==> src/rtl/uart_top_rx_pkg.sv <==
// uart_top_rx_pkg -- shared UART encodings: FSM states and oversampling constants.
// Revision 1.0
`default_nettype none
package uart_top_rx_pkg;
   localparam logic [1:0] ST_IDLE  = 2'd0;
   localparam logic [1:0] ST_START = 2'd1;
   localparam logic [1:0] ST_DATA  = 2'd2;
   localparam logic [1:0] ST_STOP  = 2'd3;

   localparam int         OVERSAMPLE = 16;
   localparam logic [3:0] MID_TICK   = 4'd7;
   localparam logic [3:0] LAST_TICK  = 4'(OVERSAMPLE - 1);
endpackage
`default_nettype wire

==> src/rtl/uart_baud_gen.sv <==
// uart_baud_gen -- free-running tick generator, one s_tick every dvsr+1 clocks.
// Revision 1.0
`default_nettype none
module uart_baud_gen #(
   parameter int DVSR_W = 11
) (
   input  logic              clk,
   input  logic              rst_n,
   input  logic [DVSR_W-1:0] dvsr,
   output logic              s_tick
);
   logic [DVSR_W-1:0] cnt_q, cnt_d;

   // A counter already past a newly lowered dvsr runs on to all-ones and wraps.
   always_comb begin
      cnt_d = (cnt_q == dvsr) ? '0 : cnt_q + 1'b1;
   end

   assign s_tick = (cnt_q == dvsr);

   always_ff @(posedge clk or negedge rst_n) begin
      if (!rst_n) cnt_q <= '0;
      else        cnt_q <= cnt_d;
   end
endmodule
`default_nettype wire

==> src/rtl/uart_top_rx.sv <==
// uart_top_rx -- 8N1 UART receiver, 16x oversampled, with stop-bit check.
// Revision 1.0
`default_nettype none
module uart_top_rx
   import uart_top_rx_pkg::*;
#(
   parameter int DBIT    = 8,
   parameter int SB_TICK = 16,
   parameter int DVSR_W  = 11
) (
   input  logic              clk,
   input  logic              rst_n,
   input  logic              rx_in,
   input  logic [DVSR_W-1:0] dvsr,
   output logic [DBIT-1:0]   d_out,
   output logic              rx_done,
   output logic              frame_err
);
   localparam int NW = (DBIT > 1) ? $clog2(DBIT) : 1;

   logic [1:0]      sync_q;
   logic            rx_s;
   logic            s_tick;
   logic [1:0]      state_q, state_d;
   logic [3:0]      s_q, s_d;
   logic [NW-1:0]   n_q, n_d;
   logic [DBIT-1:0] b_q, b_d;
   logic [DBIT-1:0] dout_q, dout_d;
   logic            done_q, done_d;
   logic            ferr_q, ferr_d;

   uart_baud_gen #(.DVSR_W(DVSR_W)) u_baud (
      .clk    (clk),
      .rst_n  (rst_n),
      .dvsr   (dvsr),
      .s_tick (s_tick)
   );

   assign rx_s = sync_q[1];

   always_comb begin
      state_d = state_q;
      s_d     = s_q;
      n_d     = n_q;
      b_d     = b_q;
      dout_d  = dout_q;
      ferr_d  = ferr_q;
      done_d  = 1'b0;
      case (state_q)
         ST_IDLE: begin
            if (!rx_s) begin
               state_d = ST_START;
               s_d     = '0;
            end
         end
         ST_START: begin
            if (s_tick) begin
               if (s_q == MID_TICK) begin
                  // Line back high at mid start bit means a glitch, not a frame.
                  state_d = rx_s ? ST_IDLE : ST_DATA;
                  s_d     = '0;
                  n_d     = '0;
               end else begin
                  s_d = s_q + 1'b1;
               end
            end
         end
         ST_DATA: begin
            if (s_tick) begin
               if (s_q == LAST_TICK) begin
                  s_d = '0;
                  b_d = {rx_s, b_q[DBIT-1:1]};
                  if (n_q == NW'(DBIT - 1)) state_d = ST_STOP;
                  else                      n_d     = n_q + 1'b1;
               end else begin
                  s_d = s_q + 1'b1;
               end
            end
         end
         default: begin
            if (s_tick) begin
               if (s_q == 4'(SB_TICK - 1)) begin
                  state_d = ST_IDLE;
                  dout_d  = b_q;
                  ferr_d  = ~rx_s;
                  done_d  = 1'b1;
               end else begin
                  s_d = s_q + 1'b1;
               end
            end
         end
      endcase
   end

   always_ff @(posedge clk or negedge rst_n) begin
      if (!rst_n) begin
         sync_q  <= 2'b11;
         state_q <= ST_IDLE;
         s_q     <= '0;
         n_q     <= '0;
         b_q     <= '0;
         dout_q  <= '0;
         done_q  <= 1'b0;
         ferr_q  <= 1'b0;
      end else begin
         sync_q  <= {sync_q[0], rx_in};
         state_q <= state_d;
         s_q     <= s_d;
         n_q     <= n_d;
         b_q     <= b_d;
         dout_q  <= dout_d;
         done_q  <= done_d;
         ferr_q  <= ferr_d;
      end
   end

   assign d_out     = dout_q;
   assign rx_done   = done_q;
   assign frame_err = ferr_q;
endmodule
`default_nettype wire
==> config.mk <==
export PLATFORM = sky130hd
export DESIGN_NAME = uart_top_rx
export DESIGN_NICKNAME = d
export VERILOG_FILES = /design/src/rtl/uart_top_rx_pkg.sv /design/src/rtl/uart_baud_gen.sv /design/src/rtl/uart_top_rx.sv
export SDC_FILE = /design/constraint.sdc
export NUM_CORES = 1
export LEC_CHECK = 0
export CORE_UTILIZATION = 56
export DETAILED_ROUTE_END_ITERATION = 16
export DONT_BUFFER_PORTS = 1
export PLACE_DENSITY = 0.85
export SYNTH_ARGS = -nofsm -noshare
export SYNTH_HDL_FRONTEND = slang
export SYNTH_SLANG_ARGS = --single-unit
==> constraint.sdc <==
create_clock -name clk -period 2 [get_ports clk]
set_clock_uncertainty 0.2 [all_clocks]
set_input_delay 0.4 -clock clk [delete_from_list [all_inputs] [get_ports clk]]
set_output_delay 0.4 -clock clk [all_outputs]
set_load 0.01 [all_outputs]
After elaboration in Yosys (flattened, before gate mapping)
Index checks and enable logic that the tools add are counted.
Storage, ports and cells
  bits of input ports: 14
  flip-flop bits (word level): 40
  output and inout bits: 10
Cells by class
  bitwise logic cells: 2
  $add $sub $neg: 3
  muxes and demuxes: 28
  equal/unequal tests: 14
  reductions and logical operators: 10
Operator list (number)
  $mux W4: 7
  $mux W2: 9
  $mux W3: 5
  $ne A2 B2 Y1 const B: 7
  $pmux W4 S3: 1
  $add A11 B1 Y11 const B: 1
  $eq A11 B11 Y1: 1
  $mux W11: 1
  $reduce_and A8 Y1: 1
  $pmux W2 S3: 1
  $pmux W3 S2: 1
  $reduce_and A3 Y1: 2
  $reduce_and A6 Y1: 1
  $reduce_and A5 Y1: 1
  $add A4 B1 Y4 const B: 1
  $eq A4 B3 Y1 const B: 1
  $eq A4 B4 Y1 const B: 1
  $ne A4 B1 Y1 const B: 1
  $reduce_bool A2 Y1: 2
  $add A3 B1 Y3 const B: 1
  $eq A3 B3 Y1 const B: 1
  $mux W1: 3
  $reduce_bool A3 Y1: 1
  $reduce_or A3 Y1: 1
  4 further kinds: 5

Longest topological paths before layout
  depth after elaboration: 5
  depth in mapped cells: 7

Modules after synthesis
Synthesis repeated with hierarchy kept, for this count alone.
Second synthesis, totals
  cells, all modules: 172
  area, all modules: 2003.2 um2
Modules (own cells, without submodules)
  uart_top_rx: area each 1371.3 um2, seq. area each 728.2 um2, instances 1, cells an instance 109
  uart_baud_gen: area each 631.9 um2, seq. area each 275.3 um2, instances 1, cells an instance 63

Worst setup path before layout
OpenSTA, ideal clock, no wires.
  path type: flip-flop to flip-flop
  from: register u_baud.cnt_q[3]
  to: register b_q[0]
  data required time: 1.675 ns
  cell stages (with the launch flop): 7
  arrival: 1.799 ns
  path buffers: 1
  setup slack: -0.123 ns
  setup time: 0.125 ns
  path through: dfrtp_1 -> xnor2_1 -> nand4_2 -> nor3_4 -> and3b_1 -> buf_4 -> mux2_2
On the way
  word-level cells in the longest chain between the ends: 2
Ends and longest elaborated chain
  start, declared: line uart_baud_gen.sv:12  | logic [DVSR_W-1:0] cnt_q, cnt_d;
  start signal, assigned: line uart_baud_gen.sv:23  | else cnt_q <= cnt_d;
  $eq A11 B11 Y1: line uart_baud_gen.sv:19  | assign s_tick = (cnt_q == dvsr);
  $reduce_and A3 Y1 (no source line)
  end signal, assigned: line uart_top_rx.sv:101  | b_q <= '0;
  end signal, assigned: line uart_top_rx.sv:110  | b_q <= b_d;
  end, declared: line uart_top_rx.sv:27  | logic [DBIT-1:0] b_q, b_d;
Every way passes these cells.
A chain may end at the register's enable or synchronous reset.

Worst setup path after layout
  from: register s_q[1]
  to: register dout_q[6], in the netlist d_out[6]
On the way
  word-level cells in the longest chain between the ends: 2
Ends and longest elaborated chain
  start, declared: line uart_top_rx.sv:25  | logic [3:0] s_q, s_d;
  start signal, assigned: line uart_top_rx.sv:99  | s_q <= '0;
  start signal, assigned: line uart_top_rx.sv:108  | s_q <= s_d;
  $eq A4 B4 Y1: line uart_top_rx.sv:82  | if (s_q == 4'(SB_TICK - 1)) begin
  $reduce_and A3 Y1 (no source line)
  end signal, assigned: line uart_top_rx.sv:111  | dout_q <= dout_d;
  end, declared: line uart_top_rx.sv:28  | logic [DBIT-1:0] dout_q, dout_d;
Every way passes these cells.

==> results.md <==
* Final ANT Viol Nets at 0
* Max clock buf depth at 2
* Die height at 60.70 um
* Final Core Density at 0.8563
* Crit path kind: reg2reg
* Layout cells sized above 1 at 0.4839
* Ys async rst share at 1.000
* Dominant cell by count in the synthesized netlist: dfrtp_1
* DR iter-0 viols at 87
* Failing checks: setup timing
* First-pass GRT wire length at 7058 um
* Fin worst setup slack at -0.1445 ns
* CTS tree: yes
* Syn Inst Count at around 170
* Nets at 234
* Crit path DAT at 2.19 ns
* Sequential-to-total area share from yosys stat at 0.5201
* Largest net degree at the start of global routing at 41
* Max-Cap Viols at 0
* Worst-path clk slew at roughly 0.13 ns
* Final Max Tran Viols at 0
* Commonest cells post-synth: 38 x dfrtp_1, 18 x xnor2_1, 17 x mux2_2, 17 x nor2_1, 8 x nand3_1
* Synth area leader: dfrtp_1
* Crit end category: flop
* Required @ worst endpoint at 2.05 ns
* Synth Area per Inst at 11.69 sq um
* DRC viols at 0
* Final period utilization at 1.072
* Hold Slack at around 0.17 ns
* Post-DP HPWL at 2732 um
* GRT Util Overall at 0.2748
* Yosys warns at 0
* CTS H-Tree Depth at 2
* Final hold violation count at 0
* Total power at between 1.5 and 2 mW
* Total CTS buffers at 5
* Die area at 3684 sq um
* Ports at 24
* Synthesized net count at 183
* Least-Margin Pin Slew at 0.4715 ns
* CTS Root Cell: clkbuf_4
* P&R area growth vs syn at 39.95%
* Share of the synthesized area in the top cell type at 0.4929
* Final setup vio count at 23
* Clk Latency, worst-skew pair at around 0.36 ns
* Setup TNS at -2.451 ns
* Final GP Congestion at 0.8314
* Static leakage at 1.282 nW
* VDD IR max at 599.9 uV
* Status: complete, but fails checks
* Fillers at between 100 and 150
* Number of global-route vias before repair at 1530
* Relative slew slack at 0.6857
* Die W at 60.70 um
* Crit start category: flop
* Fin crit period at around 2.1 ns
* Average vias per placed instance at 5.927
* FF+latch count, synth at 40
* Starting Density at 0.6119
* Wire length per cell at around 21 um
* Hold Crit Class: reg2reg
* Drt first pass iters at 4
* # rows at 20
* Predominant post-synthesis flop cell: dfrtp_1
* F_max at 466.3 MHz
* Clock sinks at 40
* Netlist Area Pre-Place at 1929 sq um
* Remaining global-route overflow at 0
* RSZ-0062 raised after global routing: yes
* Antenna violations before repair at 0
* Routed WL at 5394 um
* I/O Buffers at 0
* DR vias at between 1500 and 2000
* Area contributors post-synth: dfrtp_1 49%, mux2_2 9.9%, xnor2_1 8.2%
* Post-synth EDFFs at 0
* Pwr Density at about 720 nW/um^2
* Crit Path Max Fanout at 5
* Core footprint at roughly 3200 sq um
* Synth cell types at 33
* Antenna cells at 0
-- critical path: stages (launching register included) --
cell     delay, ns
dfrtp_1       0.41
ha_4          0.16
and2_4        0.14
and3_4        0.21
nand2_4       0.07
nor4_4        0.32
buf_6         0.19
mux2_4        0.30
-- per-layer routing --
layer  vias to the layer above  routed length (um)  global-route usage  share of wire
met5                         -                   0                   0              0
met4                         0                 310              0.1721          0.057
met3                        25                 388             0.06823          0.072
met2                        73                2685              0.4411           0.50
met1                       772                2009              0.3338           0.37
li1                        677                   -                   -              -
-- stage by stage --
stage	area, sq um	instances	worst slack, ns
final	2700	261	-0.1445
after global routing	2700	261	-0.2227
after CTS	2486	253	-0.02349
after detailed placement	2206	233	-0.1312
after global placement	2206	233	-0.02820
after floorplan	1959	165	-0.08177
-- flip-flops by register name (all words and copies together) (netlist names) --
register and count:
n_q 3, u_baud.cnt_q 11, rx_done 1, s_q 4, d_out 8, sync_q 2
b_q 8, frame_err 1, state_q 2
-- logic make-up after synthesis --
| kind of cell | after synthesis | share of synthesized area |
|---|---|---|
| XOR/XNOR | 22 | 0.09987 |
| flip-flops | 40 | 0.5201 |
| AND/OR/NAND/NOR | 55 | 0.1660 |
| AO/OA/AOI/OAI | 12 | 0.04475 |
| adder cells (fa/ha/maj) | 4 | 0.02594 |
| multiplexers | 21 | 0.1200 |
| buffers and inverters | 11 | 0.02334 |
-- power by group --
part / internal, mW / leakage [nW] / switching (mW) / total, mW
registers: 0.879 / 0.518 / 0.0733 / 0.953
clock network: 0.136 / 0.0282 / 0.266 / 0.401
logic: 0.285 / 0.736 / 0.292 / 0.577
-- area by class of cell --
| cell class | count | area, sq um | area share |
|---|---|---|---|
| Multi-Input combinational cell | 114 | 1154 | 0.4272 |
| Sequential cell | 40 | 1003 | 0.3716 |
| Timing Repair Buffer | 49 | 411.6 | 0.1525 |
| Tap cell | 44 | 55.05 | 0.02039 |
| Clock buffer | 6 | 41.29 | 0.01529 |
| Inverter | 6 | 22.52 | 0.008341 |
| Clock inverter | 2 | 12.51 | 0.004634 |
-- cell usage in the layout, fill, tap and decap left out, types with 4 or more instances in the layout --
| cell | n |
|---|---|
| buf_4 | 40 |
| dfrtp_1 | 38 |
| nor2_1 | 16 |
| mux2_4 | 16 |
| xnor2_2 | 10 |
| xnor2_1 | 8 |
| nand3_1 | 7 |
| inv_1 | 6 |
| nand2_1 | 5 |
| and3_1 | 5 |
| clkbuf_4 | 5 |
| buf_6 | 5 |
| xor2_1 | 4 |
| mux2i_1 | 4 |
-- worst paths after layout --
kind,startpoint,cells after the start,slack [ns],endpoint
worst max-delay path,s_q[1]$_DFFE_PN0P_,7,-0.14,d_out[6]$_DFFE_PN0P_
worst min-delay path,sync_q[0]$_DFF_PN1_,0,0.17,sync_q[1]$_DFF_PN1_
worst max register to register,s_q[1]$_DFFE_PN0P_,7,-0.14,d_out[6]$_DFFE_PN0P_
worst min register to register,sync_q[0]$_DFF_PN1_,0,0.17,sync_q[1]$_DFF_PN1_
max in group asynchronous,rst_n,2,1.05,sync_q[1]$_DFF_PN1_
min in group asynchronous,rst_n,2,0.29,s_q[0]$_DFFE_PN0P_
-- timing repair --
action | in CTS | in global routing
pin swaps | 5 | 13
setup endpoints to repair | 23 | 28
buffers inserted | 8 | 8
gates cloned | 1 | 0
gates resized for setup | 24 | 32
endpoints found under the hold margin | 41 | 0
hold buffers | 3 | 0
No activity file was read; power rests on OpenSTA's default activity.
